==> src/rtl/div_iter_pkg.sv <==
// Shared definitions for the iterative divider.
//   div_state_e : FSM state codes (free, divide-by-zero, iterating, result held)
//   DIV_RESULT_* : levels of ready_o
//   DIV_START/STOP : levels of start_i
package div_iter_pkg;

  typedef enum logic [1:0] {
    DIV_FREE   = 2'b00,
    DIV_BYZERO = 2'b01,
    DIV_ON     = 2'b10,
    DIV_END    = 2'b11
  } div_state_e;

  localparam logic DIV_RESULT_READY     = 1'b1;
  localparam logic DIV_RESULT_NOT_READY = 1'b0;
  localparam logic DIV_START            = 1'b1;
  localparam logic DIV_STOP             = 1'b0;

endpackage

==> src/rtl/div_iter_step.sv <==
// One radix-2 restoring step (combinational).
//   i_partial_rem : running remainder, always < i_divisor
//   i_next_bit    : next dividend bit shifted in (MSB first)
//   i_divisor     : magnitude of divisor
//   o_new_rem     : updated remainder
//   o_q_bit       : quotient bit produced by this step
module div_iter_step #(
  parameter int DATA_W = 32
) (
  input  logic [DATA_W-1:0] i_partial_rem,
  input  logic              i_next_bit,
  input  logic [DATA_W-1:0] i_divisor,
  output logic [DATA_W-1:0] o_new_rem,
  output logic              o_q_bit
);

  logic [DATA_W:0]   w_trial;
  logic [DATA_W-1:0] w_diff;

  assign w_trial = {i_partial_rem, i_next_bit};
  assign o_q_bit = (w_trial >= {1'b0, i_divisor});
  // Only used when trial >= divisor; then the difference is below the
  // divisor and fits in DATA_W bits, so the trial's top bit can be dropped.
  assign w_diff    = w_trial[DATA_W-1:0] - i_divisor;
  assign o_new_rem = o_q_bit ? w_diff : w_trial[DATA_W-1:0];

endmodule

==> src/rtl/div_iter.sv <==
// Iterative radix-2 restoring divider for DIV/DIVU in the EX stage.
// Holds the pipeline via stallreq_o while a divide is in flight.
//   clk, rst     : clock, asynchronous active-high reset
//   start_i      : divide requested (held until ready_o is seen)
//   signed_i     : 1 = signed divide
//   opdata1_i/2_i: dividend / divisor, sampled only in DIV_FREE
//   annul_i      : abort from any state
//   result_o     : {remainder, quotient}, valid while ready_o
//   ready_o      : registered result-valid
//   stallreq_o   : start_i & ~ready_o & ~annul_i
//
// state      | meaning
// DIV_FREE   | idle, waiting for start_i
// DIV_BYZERO | divisor was zero, result forced to 0
// DIV_ON     | DATA_W iteration cycles
// DIV_END    | result held; ready_o raised, waits for start_i to fall
module div_iter
  import div_iter_pkg::*;
#(
  parameter int DATA_W = 32,
  parameter int CNT_W  = 6
) (
  input  logic                clk,
  input  logic                rst,
  input  logic                start_i,
  input  logic                signed_i,
  input  logic [DATA_W-1:0]   opdata1_i,
  input  logic [DATA_W-1:0]   opdata2_i,
  input  logic                annul_i,
  output logic [2*DATA_W-1:0] result_o,
  output logic                ready_o,
  output logic                stallreq_o
);

  div_state_e            r_state;
  div_state_e            w_next_state;
  logic [CNT_W-1:0]      r_cnt;
  logic [DATA_W-1:0]     r_rem;
  logic [DATA_W-1:0]     r_quo;
  logic [DATA_W-1:0]     r_divisor;
  logic                  r_neg_q;
  logic                  r_neg_r;
  logic [2*DATA_W-1:0]   r_result;
  logic                  r_ready;

  logic [DATA_W-1:0]     w_abs1;
  logic [DATA_W-1:0]     w_abs2;
  logic [DATA_W-1:0]     w_new_rem;
  logic                  w_q_bit;
  logic [DATA_W-1:0]     w_quo_next;
  logic [DATA_W-1:0]     w_quo_fix;
  logic [DATA_W-1:0]     w_rem_fix;
  logic                  w_last;
  logic                  w_go;

  assign w_go   = (start_i == DIV_START) && !annul_i;
  assign w_abs1 = (signed_i && opdata1_i[DATA_W-1]) ? -opdata1_i : opdata1_i;
  assign w_abs2 = (signed_i && opdata2_i[DATA_W-1]) ? -opdata2_i : opdata2_i;
  // The counter runs 0..DATA_W; the step taken at DATA_W-1 is the final one
  // and its outcome goes straight into the result register.
  assign w_last = (r_cnt == CNT_W'(DATA_W - 1));

  // r_quo holds the unconsumed dividend bits in its upper part and collects
  // quotient bits from the bottom, so one register serves both.
  div_iter_step #(.DATA_W(DATA_W)) u_step (
    .i_partial_rem (r_rem),
    .i_next_bit    (r_quo[DATA_W-1]),
    .i_divisor     (r_divisor),
    .o_new_rem     (w_new_rem),
    .o_q_bit       (w_q_bit)
  );

  assign w_quo_next = {r_quo[DATA_W-2:0], w_q_bit};
  assign w_quo_fix  = r_neg_q ? -w_quo_next : w_quo_next;
  assign w_rem_fix  = r_neg_r ? -w_new_rem  : w_new_rem;

  always_ff @(posedge clk or posedge rst) begin
    if (rst) r_state <= DIV_FREE;
    else     r_state <= w_next_state;
  end

  always_comb begin
    w_next_state = r_state;
    if (annul_i) begin
      w_next_state = DIV_FREE;
    end else begin
      case (r_state)
        DIV_FREE:   if (w_go) w_next_state = (opdata2_i == '0) ? DIV_BYZERO : DIV_ON;
        DIV_BYZERO: w_next_state = DIV_END;
        DIV_ON:     if (w_last) w_next_state = DIV_END;
        DIV_END:    if (start_i == DIV_STOP) w_next_state = DIV_FREE;
        default:    w_next_state = DIV_FREE;
      endcase
    end
  end

  always_ff @(posedge clk or posedge rst) begin
    if (rst) begin
      r_cnt     <= '0;
      r_rem     <= '0;
      r_quo     <= '0;
      r_divisor <= '0;
      r_neg_q   <= 1'b0;
      r_neg_r   <= 1'b0;
      r_result  <= '0;
      r_ready   <= DIV_RESULT_NOT_READY;
    end else if (annul_i) begin
      r_ready <= DIV_RESULT_NOT_READY;
    end else begin
      case (r_state)
        DIV_FREE: begin
          r_ready <= DIV_RESULT_NOT_READY;
          if (w_go) begin
            r_cnt     <= '0;
            r_rem     <= '0;
            r_quo     <= w_abs1;
            r_divisor <= w_abs2;
            r_neg_q   <= signed_i && (opdata1_i[DATA_W-1] ^ opdata2_i[DATA_W-1]);
            r_neg_r   <= signed_i && opdata1_i[DATA_W-1];
          end
        end
        DIV_BYZERO: r_result <= '0;
        DIV_ON: begin
          r_rem <= w_new_rem;
          r_quo <= w_quo_next;
          r_cnt <= r_cnt + 1'b1;
          if (w_last) r_result <= {w_rem_fix, w_quo_fix};
        end
        DIV_END: begin
          r_ready <= (start_i == DIV_STOP) ? DIV_RESULT_NOT_READY : DIV_RESULT_READY;
        end
        default: r_ready <= DIV_RESULT_NOT_READY;
      endcase
    end
  end

  assign result_o   = r_result;
  assign ready_o    = r_ready;
  assign stallreq_o = start_i & ~r_ready & ~annul_i;

endmodule

==> config.mk <==
export PLATFORM = sky130hd
export DESIGN_NAME = div_iter
export DESIGN_NICKNAME = d
export VERILOG_FILES = /design/src/rtl/div_iter_pkg.sv /design/src/rtl/div_iter_step.sv /design/src/rtl/div_iter.sv
export SDC_FILE = /design/constraint.sdc
export NUM_CORES = 1
export LEC_CHECK = 0
export CAP_MARGIN = 20
export CORE_UTILIZATION = 52
export DETAILED_ROUTE_END_ITERATION = 12
export PLACE_DENSITY = 0.87
export SETUP_SLACK_MARGIN = 0.3
export SLEW_MARGIN = 20
export SYNTH_ARGS = -nofsm -noshare
export SYNTH_HDL_FRONTEND = slang
export SYNTH_SLANG_ARGS = --single-unit
==> constraint.sdc <==
create_clock -name clk -period 5.3 [get_ports clk]
set_clock_uncertainty 0.1 [all_clocks]
set_input_delay 0.53 -clock clk [delete_from_list [all_inputs] [get_ports clk]]
set_output_delay 0.53 -clock clk [all_outputs]
set_load 0.05 [all_outputs]
### After elaboration in Yosys (flattened, before gate mapping)

Cells that the tools add are included.

| word-level totals | value |
|---|---|
| register bits after elaboration | 171 |
| bits of input ports | 69 |
| output and inout port bits | 66 |
| logic and storage cells | 66 |

| cells by class | value |
|---|---|
| $add $sub $neg | 6 |
| magnitude comparators | 1 |
| equal/unequal tests | 9 |
| muxes and demuxes | 22 |
| bitwise logic cells | 5 |
| reductions and logical operators | 14 |

Operators with widths:

| cell | number |
|---|---|
| 32-bit two-way mux | 7 |
| 32-bit negation | 4 |
| 32-bit one-hot mux with 2 select lines | 2 |
| 64-bit one-hot mux with 2 select lines | 1 |
| 64-bit two-way mux | 1 |
| 33-bit by 32-bit >= comparator with 1-bit output | 1 |
| 32-bit logical NOT | 1 |
| 32-bit subtractor | 1 |
| 6-bit one-hot mux with 2 select lines | 1 |
| 3-bit AND reduction | 4 |
| 2-bit two-way mux | 5 |
| 3-bit inequality test, second input constant | 3 |
| 2-bit one-hot mux with 4 select lines | 1 |
| 6-bit by 1-bit adder with 6-bit output, second input constant | 1 |
| 6-bit by 5-bit equality test with 1-bit output, second input constant | 1 |
| 6-bit two-way mux | 1 |
| 2-bit equality test, second input constant | 2 |
| 1-bit logical AND | 4 |
| 2-bit inequality test, second input constant | 2 |
| 2-bit nonzero test | 2 |
| 3-bit nonzero test | 1 |
| 1-bit AND | 2 |
| 2-bit by 1-bit equality test with 1-bit output, second input constant | 1 |
| 2-bit logical NOT | 1 |
| 5 further kinds | 7 |

### Depth between registers and ports, before layout

Gate-level depths: netlist of run 1.

| logic depth | value |
|---|---|
| word-level depth | 6 |
| depth in mapped cells | 26 |
| depth with buffers taken out | 20 |

### Modules after synthesis

From an unflattened synthesis of run 1, not the netlist that was laid out.

| second synthesis, totals | value |
|---|---|
| cell total of the unflattened synthesis | 1423 |
| area total of the unflattened synthesis | 12002.8 sq um |

By module, submodules not included:

| module | instances | cells an instance | area each (sq um) |
|---|---|---|---|
| div_iter | 1 | 1100 | 9671.8 |
| div_iter_step | 1 | 323 | 2331.0 |

### Least setup slack after synthesis of run 1

OpenSTA, ideal clock, no wires.

| path | value |
|---|---|
| kind | reg2reg |
| start point | register r_rem[9] |
| end point | register r_result[62] (netlist: result_o[62]) |
| data arrival time | 4.993 ns |
| required time | 5.072 ns |
| slack | 0.080 ns |
| stages on the path, launching flop included | 25 |
| cell sequence | dfrtp_1 -> ha_1 -> buf_2 -> nand4_1 -> nor3_1 -> o21ai_2 -> a2111oi_4 -> or2_1 -> buf_6 -> buf_6 -> buf_2 -> buf_1 -> buf_1 -> a21oi_1 -> inv_1 -> ha_1 -> nor4b_1 -> nand2_1 -> nor3_1 -> a21oi_1 -> nand4bb_1 -> or3_1 -> o31ai_1 -> xor2_1 -> o21ai_1 |

| on the way | value |
|---|---|
| word-level cells in the longest chain between the ends | 6 |
| elaborated cells between the ends (all ways) | 7 |
| those cells by class | add/sub (2); order compare (1); mux (4) |

Ends and longest elaborated chain:

| element | line | source |
|---|---|---|
| start, declared | div_iter.sv:38 | `logic [DATA_W-1:0] r_rem;` |
| start signal, assigned | div_iter.sv:124 | `r_rem <= w_new_rem;` |
| 32-bit subtractor or 33-bit by 32-bit >= comparator with 1-bit output (tied branches) | div_iter_step.sv:24, div_iter_step.sv:21 |  |
| 32-bit two-way mux * | div_iter_step.sv:25 | `assign o_new_rem = o_q_bit ? w_diff : w_trial[DATA_W-1:0];` |
| 32-bit negation | div_iter.sv:75 | `assign w_rem_fix = r_neg_r ? -w_new_rem : w_new_rem;` |
| 32-bit two-way mux * | div_iter.sv:75 |  |
| 64-bit two-way mux * | div_iter.sv:127 | `if (w_last) r_result <= {w_rem_fix, w_quo_fix};` |
| 64-bit one-hot mux with 2 select lines * | div_iter.sv:110 | `case (r_state)` |
| end signal, assigned | div_iter.sv:127 |  |
| end, declared | div_iter.sv:43 | `logic [2*DATA_W-1:0] r_result;` |

Mark *: on every way between the ends. The rest lies on a longest branch, timed or not. The select of a mux whose other input is x is not followed.
A chain may end at the register's enable or synchronous reset.

### Worst setup path in the final report of run 1

| path | value |
|---|---|
| start point | register r_rem[5] |
| end point | register r_result[22] (netlist: result_o[22]) |

| on the way | value |
|---|---|
| word-level cells in the longest chain between the ends | 5 |

Ends and longest elaborated chain:

| element | line | source |
|---|---|---|
| 33-bit by 32-bit >= comparator with 1-bit output | div_iter_step.sv:21 | `assign o_q_bit = (w_trial >= {1'b0, i_divisor});` |
| 32-bit negation | div_iter.sv:74 | `assign w_quo_fix = r_neg_q ? -w_quo_next : w_quo_next;` |
| 32-bit two-way mux | div_iter.sv:74 |  |
| 64-bit two-way mux | div_iter.sv:127 |  |
| 64-bit one-hot mux with 2 select lines | div_iter.sv:110 |  |

No other way between the ends. The select of a mux whose other input is x is not followed.

==> results of run 1 <==
[layer usage]
metal / up-vias / track usage / part of all wire
li1: 5390 / - / -
met4: 0 / 0.118 / 0.026
met3: 58 / 0.0688 / 0.076
met2: 437 / 0.480 / 0.46
met5: - / 0 / 0
met1: 5452 / 0.390 / 0.44
[stage by stage]
step                utilization  cell area (µm²)
finish                    0.634            14000
global route              0.634            14000
CTS                       0.632            14000
detailed placement        0.604            13400
global placement          0.604            13400
floorplan                     -            11800
[cell usage after synthesis (21+ instances only)]
library cell and n:
sky130_fd_sc_hd__a21oi_1 104, sky130_fd_sc_hd__clkbuf_1 58, sky130_fd_sc_hd__dfrtp_1 171, sky130_fd_sc_hd__ha_1 41
sky130_fd_sc_hd__inv_1 58, sky130_fd_sc_hd__nand2_1 236, sky130_fd_sc_hd__nand3_1 21, sky130_fd_sc_hd__nor2_1 93
sky130_fd_sc_hd__nor3_1 28, sky130_fd_sc_hd__o21ai_0 204, sky130_fd_sc_hd__o22ai_1 23, sky130_fd_sc_hd__o31ai_1 24
sky130_fd_sc_hd__or3_1 21, sky130_fd_sc_hd__xnor2_1 61, sky130_fd_sc_hd__xor2_1 78
[cell families (layout without fill, tap and decap cells)]
kind of cell	Yosys count	in the layout	synth area share
buf+inv	141	246	0.0482
compound gates	462	462	0.230
simple gates	498	498	0.195
mux	19	19	0.0172
fa+ha+maj	42	42	0.0451
flops	171	171	0.362
xor+xnor	139	139	0.103
[worst min-delay path, stage by stage, from the launching register on]
cell	delay [ns]
sky130_fd_sc_hd__dfrtp_1	0.35
sky130_fd_sc_hd__nand2_1	0.04
sky130_fd_sc_hd__o21ai_0	0.06
[final cells by class]
type / count / area share
Timing Repair Buffer: 156 / 0.109
Clock inverter: 14 / 0.0118
Tap cell: 280 / 0.0250
Clock buffer: 17 / 0.0304
Inverter: 59 / 0.0161
Sequential cell: 171 / 0.305
Multi-Input combinational cell: 1160 / 0.503
[sequential cells by signal, summed over array words and instances (netlist names)]
| register | count |
|---|---|
| r_cnt | 6 |
| r_divisor | 32 |
| r_neg_q | 1 |
| r_neg_r | 1 |
| r_quo | 32 |
| r_rem | 32 |
| r_state | 2 |
| ready_o | 1 |
| result_o | 64 |
[what timing repair did]
action	CTS	global route
gates resized for setup	1	9
hold buffers	0	0
pin swaps	0	1
endpoints found under the setup margin	2	9
buffers inserted	0	2
[worst min path at each step]
stage	slack [ns]	cells past startpoint	endpoint	from
finish	0.38	2	result_o[10]	result_o[10]
detailed placement	0.37	2	result_o[34]	result_o[34]
global route	0.41	2	result_o[4]	result_o[4]
CTS	0.38	2	result_o[34]	result_o[34]
global placement	0.36	2	r_divisor[12]	r_divisor[12]
floorplan	0.35	2	r_divisor[10]	r_divisor[10]
==> impl_summary.txt, run 1 <==
----------------------------------------------------
[Die]
  Initial core utilization ... 0.535
  Full die area ... 23300 µm²
  Count of standard-cell rows ... between 50 and 60
  Width of the die ... between 150 and 200 µm
  Boundary pin count ... about 140
  Die Height ... between 150 and 200 µm
  Area of the core ... 22100 µm²

[Setup path]
  Worst Path Required ... about 5.5 ns
  Category of cells accounting for the largest share of critical-path delay ... simple AND/OR/NAND/NOR gates
  Timing endpoint of the critical path ... result_o[22]
  CP Launch Point ... r_rem[5]
  Cell depth of the worst setup path ... 16
  Crit end category ... register
  Crit path DAT ... roughly 4.9 ns
  Number of cells traversed by the worst register-to-register path ... 16
  Reg-to-reg setup timing slack ... 0.55 ns
  Endpoint of the most critical register-to-register path ... result_o[22]
  Cell seen most often among critical-path stages ... sky130_fd_sc_hd__nand2b_1
  Worst Path Class, Setup ... register to register
  Startpoint type of the worst setup path ... register
  Slowest stage cell on the critical path ... sky130_fd_sc_hd__dfrtp_1
  CP Buf/Inv Count ... 2
  Cell-by-cell trace of the critical path ... ha_2 > a21o_1 > a31o_1 > a221oi_4 > a2111oi_4 > or2_4 > buf_6 > inv_2 > ha_1 > nand2b_1 > or3_1 > or2_2 > nand2b_1 > o31ai_2 > xor2_1 > o21ai_0
  Worst flop-to-flop path startpoint ... r_rem[5]
  Highest cell delay on the worst timing path ... between 0.4 and 0.5 ns
  Highest net fanout along the worst path ... 37

[Route]
  Final antenna-violating net count ... 0
  Wirelength per Cell ... ~18 µm
  DRC errors left ... 5
  Via count of the routed design ... ~11000
  Detailed-route wire length ... roughly 34000 µm
  Count of TritonRoute iterations in the first routing pass ... 10
  Iteration-0 DRC count of the detailed router ... roughly 940
  Avg Vias per Cell ... 6.11

[Status]
  Outcome ... finished, violations left
  Violated checks ... design-rule violations

[Timing]
  Unrepaired setup endpoints after global routing ... no
  Worst hold slack across all endpoints ... ~0.38 ns
  Period utilisation layout ... 0.896
  Slew at the pin with the worst max-slew slack ... between 1 and 1.5 ns
  Worst Slack Setup Final ... approximately 0.55 ns
  Max transition margin ... 0.285
  Peak clock frequency supported by timing ... 0.211 GHz
  Accumulated negative setup slack ... 0 ns
  Setup violations, final ... 0
  Final worst path period need ... between 4 and 5 ns
  Endpoints failing hold ... 0
  Final-report max-slew violation count ... 0

[Placement]
  Worst Setup Slack post-DPL ... approximately 0.27 ns
  Number of placed instances with taps included ... 1824
  Number of port buffers ... about 130
  RD Place Congestion ... 0.941
  Post-detailed-placement half-perimeter wirelength ... between 20000 and 30000 µm

[Synthesis]
  Post-Syn Area ... between 10000 and 15000 µm²
  Dominant cells by area after synthesis ... sky130_fd_sc_hd__dfrtp_1, sky130_fd_sc_hd__o21ai_0, sky130_fd_sc_hd__nand2_1, sky130_fd_sc_hd__xor2_1, sky130_fd_sc_hd__xnor2_1
  Seq/Total Area, Yosys ... 0.362
  EDFF count, synth ... 0
  Synth area leader ... sky130_fd_sc_hd__dfrtp_1
  Proportion of netlist area held by the largest area contributor ... 0.362
  Primary flip-flop cell chosen by synthesis mapping ... sky130_fd_sc_hd__dfrtp_1
  Gate Count Post-Synth ... about 1500
  Number of distinct library cells after synthesis ... between 70 and 80
  Async S/R FF share, synth ... 1.00
  Post-Syn Area per Cell ... about 8.0 µm²
  Number of synthesis warnings ... 0
  Total nets after synthesis ... around 1600
  Register bit total from synthesis ... ~170

[Clocking]
  H-tree depth reported by CTS ... 4
  CTS root buf ... sky130_fd_sc_hd__clkbuf_16
  CTS tree ... done
  Max clock buf depth ... 2
  Clock latency on the worst-skew pair ... 0.44 ns
  # clock sinks ... approximately 170
  Clock transition at the register clock pins on the worst setup and hold paths after CTS ... about 0.07 ns
  Number of clock buffers inserted by TritonCTS ... 17

[Layout]
  Most common library cell in the layout ignoring fill and taps ... sky130_fd_sc_hd__nand2_1
  Number of filler cells placed in the layout ... around 1900
  Area Overhead vs Synth ... 18.5%
  Fraction of layout instances using a drive strength above 1 ... 0.0520
  Total area of multi-input combinational cells ... 7040 µm²
  Number of nets in the final layout ... ~1700
  Cell Count, Final, Fillers Out ... 1857
  Antenna cell count ... 0
  Storage element area ... ~4300 µm²
  Highest-count cells in the layout ignoring fill and taps ... sky130_fd_sc_hd__nand2_1, sky130_fd_sc_hd__o21ai_0, sky130_fd_sc_hd__dfrtp_1

[Job]
  Maximum Capacitance Violations ... 0

[Hold path]
  Hold WC Path Type ... register to register

[Global route]
  First-pass GRT wire length ... ~55000 µm
  Antenna violations before repair ... 0
  Vias in the first global route ... between 10000 and 15000
  Maximum number of pins on one net before global-route repair ... between 150 and 200
  GRT Overall Usage ... 0.299
  Remaining global-route overflow ... 0

----------------------------------------------------
Power of run 1 is left out: the tool's default activity adds up to more than one toggle a clock period on the data nets, which glitch-free logic cannot reach.
==> run 2, diff against run 1 <==
Clock period 5.3 ns to 4.2 ns, I/O delays scaled along.
==> impl_summary.txt, run 2 (synthesis gave the netlist of run 1 again) <==
----------------------------------------------------
[Setup path]
  Slowest stage cell on the critical path ... sky130_fd_sc_hd__or3b_4
  Startpoint type of the worst setup path ... register
  Highest cell delay on the worst timing path ... 0.45 ns (-0.02 ns)
  Cell seen most often among critical-path stages ... sky130_fd_sc_hd__buf_12
  Worst flop-to-flop path startpoint ... r_divisor[6]
  Worst Path Class, Setup ... register to register
  Category of cells accounting for the largest share of critical-path delay ... compound AO/OA/AOI/OAI gates
  CP Buf/Inv Count ... 5 (+3)
  Cell-by-cell trace of the critical path ... inv_2 > ha_4 > a21o_1 > a31o_1 > a221oi_4 > a2111oi_4 > or2_4 > buf_4 > buf_12 > buf_12 > buf_12 > mux2i_4 > or3b_4 > or3_4 > o41ai_4 > xnor2_1 > o21ai_1
  Crit path DAT ... 4.46 ns (-0.48 ns)
  CP Launch Point ... r_divisor[6]
  Crit end category ... register
  Highest net fanout along the worst path ... 7 (-81%)
  Worst Path Required ... 4.39 ns (-1.10 ns)

[Timing]
  Setup violations, final ... 4 (+4)
  Period utilisation layout ... 1.02 (+0.121)
  Worst Slack Setup Final ... -0.0719 ns (-0.622 ns)
  Final-report max-slew violation count ... 0 (unchanged)
  Endpoints failing hold ... 0 (unchanged)
  Final worst path period need ... 4.27 ns (-0.478 ns)
  Peak clock frequency supported by timing ... 0.234 GHz (+11%)
  Accumulated negative setup slack ... -0.125 ns (-0.125 ns)
  Unrepaired setup endpoints after global routing ... yes
  Max transition margin ... 0.393 (+0.108)
  Slew at the pin with the worst max-slew slack ... 0.911 ns (-0.160 ns)

[Route]
  Via count of the routed design ... 12464 (+9.9%)
  DRC errors left ... 5 (unchanged)
  Wirelength per Cell ... 19.4 µm (+4.7%)
  Count of TritonRoute iterations in the first routing pass ... 10 (unchanged)
  Detailed-route wire length ... 39300 µm (+14%)
  Final antenna-violating net count ... 0 (unchanged)
  Iteration-0 DRC count of the detailed router ... 1206 (+28%)
  Avg Vias per Cell ... 6.14 (+0.62%)

[Global route]
  Vias in the first global route ... 11745 (+7.4%)
  Maximum number of pins on one net before global-route repair ... 172 (unchanged)
  Remaining global-route overflow ... 0 (unchanged)
  First-pass GRT wire length ... 61200 µm (+10%)
  GRT Overall Usage ... 0.330 (+0.0314)
  Antenna violations before repair ... 0 (unchanged)

[Die]
  Width of the die ... 153 µm (unchanged)
  Area of the core ... 22100 µm² (unchanged)
  Boundary pin count ... 135 (unchanged)
  Count of standard-cell rows ... 54 (unchanged)
  Full die area ... 23300 µm² (unchanged)
  Die Height ... 153 µm (unchanged)
  Initial core utilization ... 0.535 (unchanged)

[Clocking]
  CTS root buf ... sky130_fd_sc_hd__clkbuf_16
  Count of hold-fix buffers inserted at cts ... 0 (unchanged)
  # clock sinks ... 171 (unchanged)
  H-tree depth reported by CTS ... 4 (unchanged)
  Clock transition at the register clock pins on the worst setup and hold paths after CTS ... 0.07 ns (about the same)
  CTS tree ... done
  Clock latency on the worst-skew pair ... 0.45 ns (about the same)
  Max clock buf depth ... 2 (unchanged)
  Number of clock buffers inserted by TritonCTS ... 17 (unchanged)

[Layout]
  Fraction of layout instances using a drive strength above 1 ... 0.188 (+0.136)
  Post-route design area ... 16000 µm² (+14%)
  Most common library cell in the layout ignoring fill and taps ... sky130_fd_sc_hd__nand2_1
  Number of nets in the final layout ... 1847 (+10%)
  Cell Count, Final, Fillers Out ... 2029 (+9.3%)
  Number of flip-flops under the largest register name ... 64 (unchanged)
  Highest-count cells in the layout ignoring fill and taps ... sky130_fd_sc_hd__nand2_1, sky130_fd_sc_hd__o21ai_0, sky130_fd_sc_hd__buf_4
  Antenna cell count ... 0 (unchanged)
  Area Overhead vs Synth ... 35.5%

[Placement]
  Number of placed instances with taps included ... 1974 (+8.2%)
  Post-detailed-placement half-perimeter wirelength ... 28000 µm (+11%)
  Worst Setup Slack post-DPL ... -0.296 ns (-0.565 ns)
  RD Place Congestion ... 0.999 (+6.2%)
  Number of port buffers ... 134 (unchanged)
  Placed cell area ... 14600 µm² (+9.0%)

[Hold path]
  Min-Delay Startpoint ... result_o[8]
  Hold WC Path Type ... register to register

[Status]
  Outcome ... finished, violations left
  Violated checks ... design-rule violations, negative setup slack

[Job]
  Maximum Capacitance Violations ... 0 (unchanged)

----------------------------------------------------
## run 2: area by class of cell
cell class / count / area [µm²]
Clock buffer: 19 / 443
Clock inverter: 13 / 136
Fill cell: 1671 / 6070
Inverter: 59 / 233
Multi-Input combinational cell: 1160 / 7670
Sequential cell: 171 / 4280
Tap cell: 280 / 350
Timing Repair Buffer: 327 / 2910
## run 2: path summary, 6_finish.rpt
| kind | endpoint | slack, ns | cells past startpoint |
|---|---|---|---|
| setup / recovery | result_o[63] | -0.07 | 17 |
| hold / removal | result_o[8] | 0.38 | 2 |
| setup reg to reg | result_o[63] | -0.07 | 17 |
| hold reg to reg | result_o[8] | 0.38 | 2 |
| max in group asynchronous | r_neg_q | 2.82 | 3 |
| min in group asynchronous | result_o[18] | 0.50 | 3 |
## run 2: worst register-to-register path: cells and delay by family (launching register included)
| family | cells | cell delay [ns] |
|---|---|---|
| xor gates and xnor gates | 1 | 0.17 |
| adders and majority gates | 1 | 0.19 |
| AOI/OAI and AO/OA | 6 | 1.29 |
| and+or+nand+nor | 3 | 1.18 |
| DFF | 1 | 0.40 |
| buffers and inverters | 5 | 0.63 |
| muxes | 1 | 0.16 |
## run 2: what timing repair did
action / CTS / global route
pin swaps: 30 / 26
resized for setup: 60 / 71
buffers inserted: 14 / 8
gates cloned: 1 / 0
setup endpoints to repair: 40 / 34
## run 2: stage by stage
stage           util  hold slack [ns]
2_1_floorplan      -            0.350
3_3_place_gp   0.659            0.361
3_5_place_dp   0.659            0.369
4_1_cts        0.705            0.384
5_1_grt        0.725            0.400
6_report       0.725            0.375
## run 2: per-layer routing
layer,share of wire,GRT usage,up-vias
met4,0.039,0.140,0
met5,0,0,-
met3,0.067,0.0407,124
met1,0.43,0.446,6002
li1,-,-,5729
met2,0.47,0.535,609
Power of run 2 is left out for the same reason.
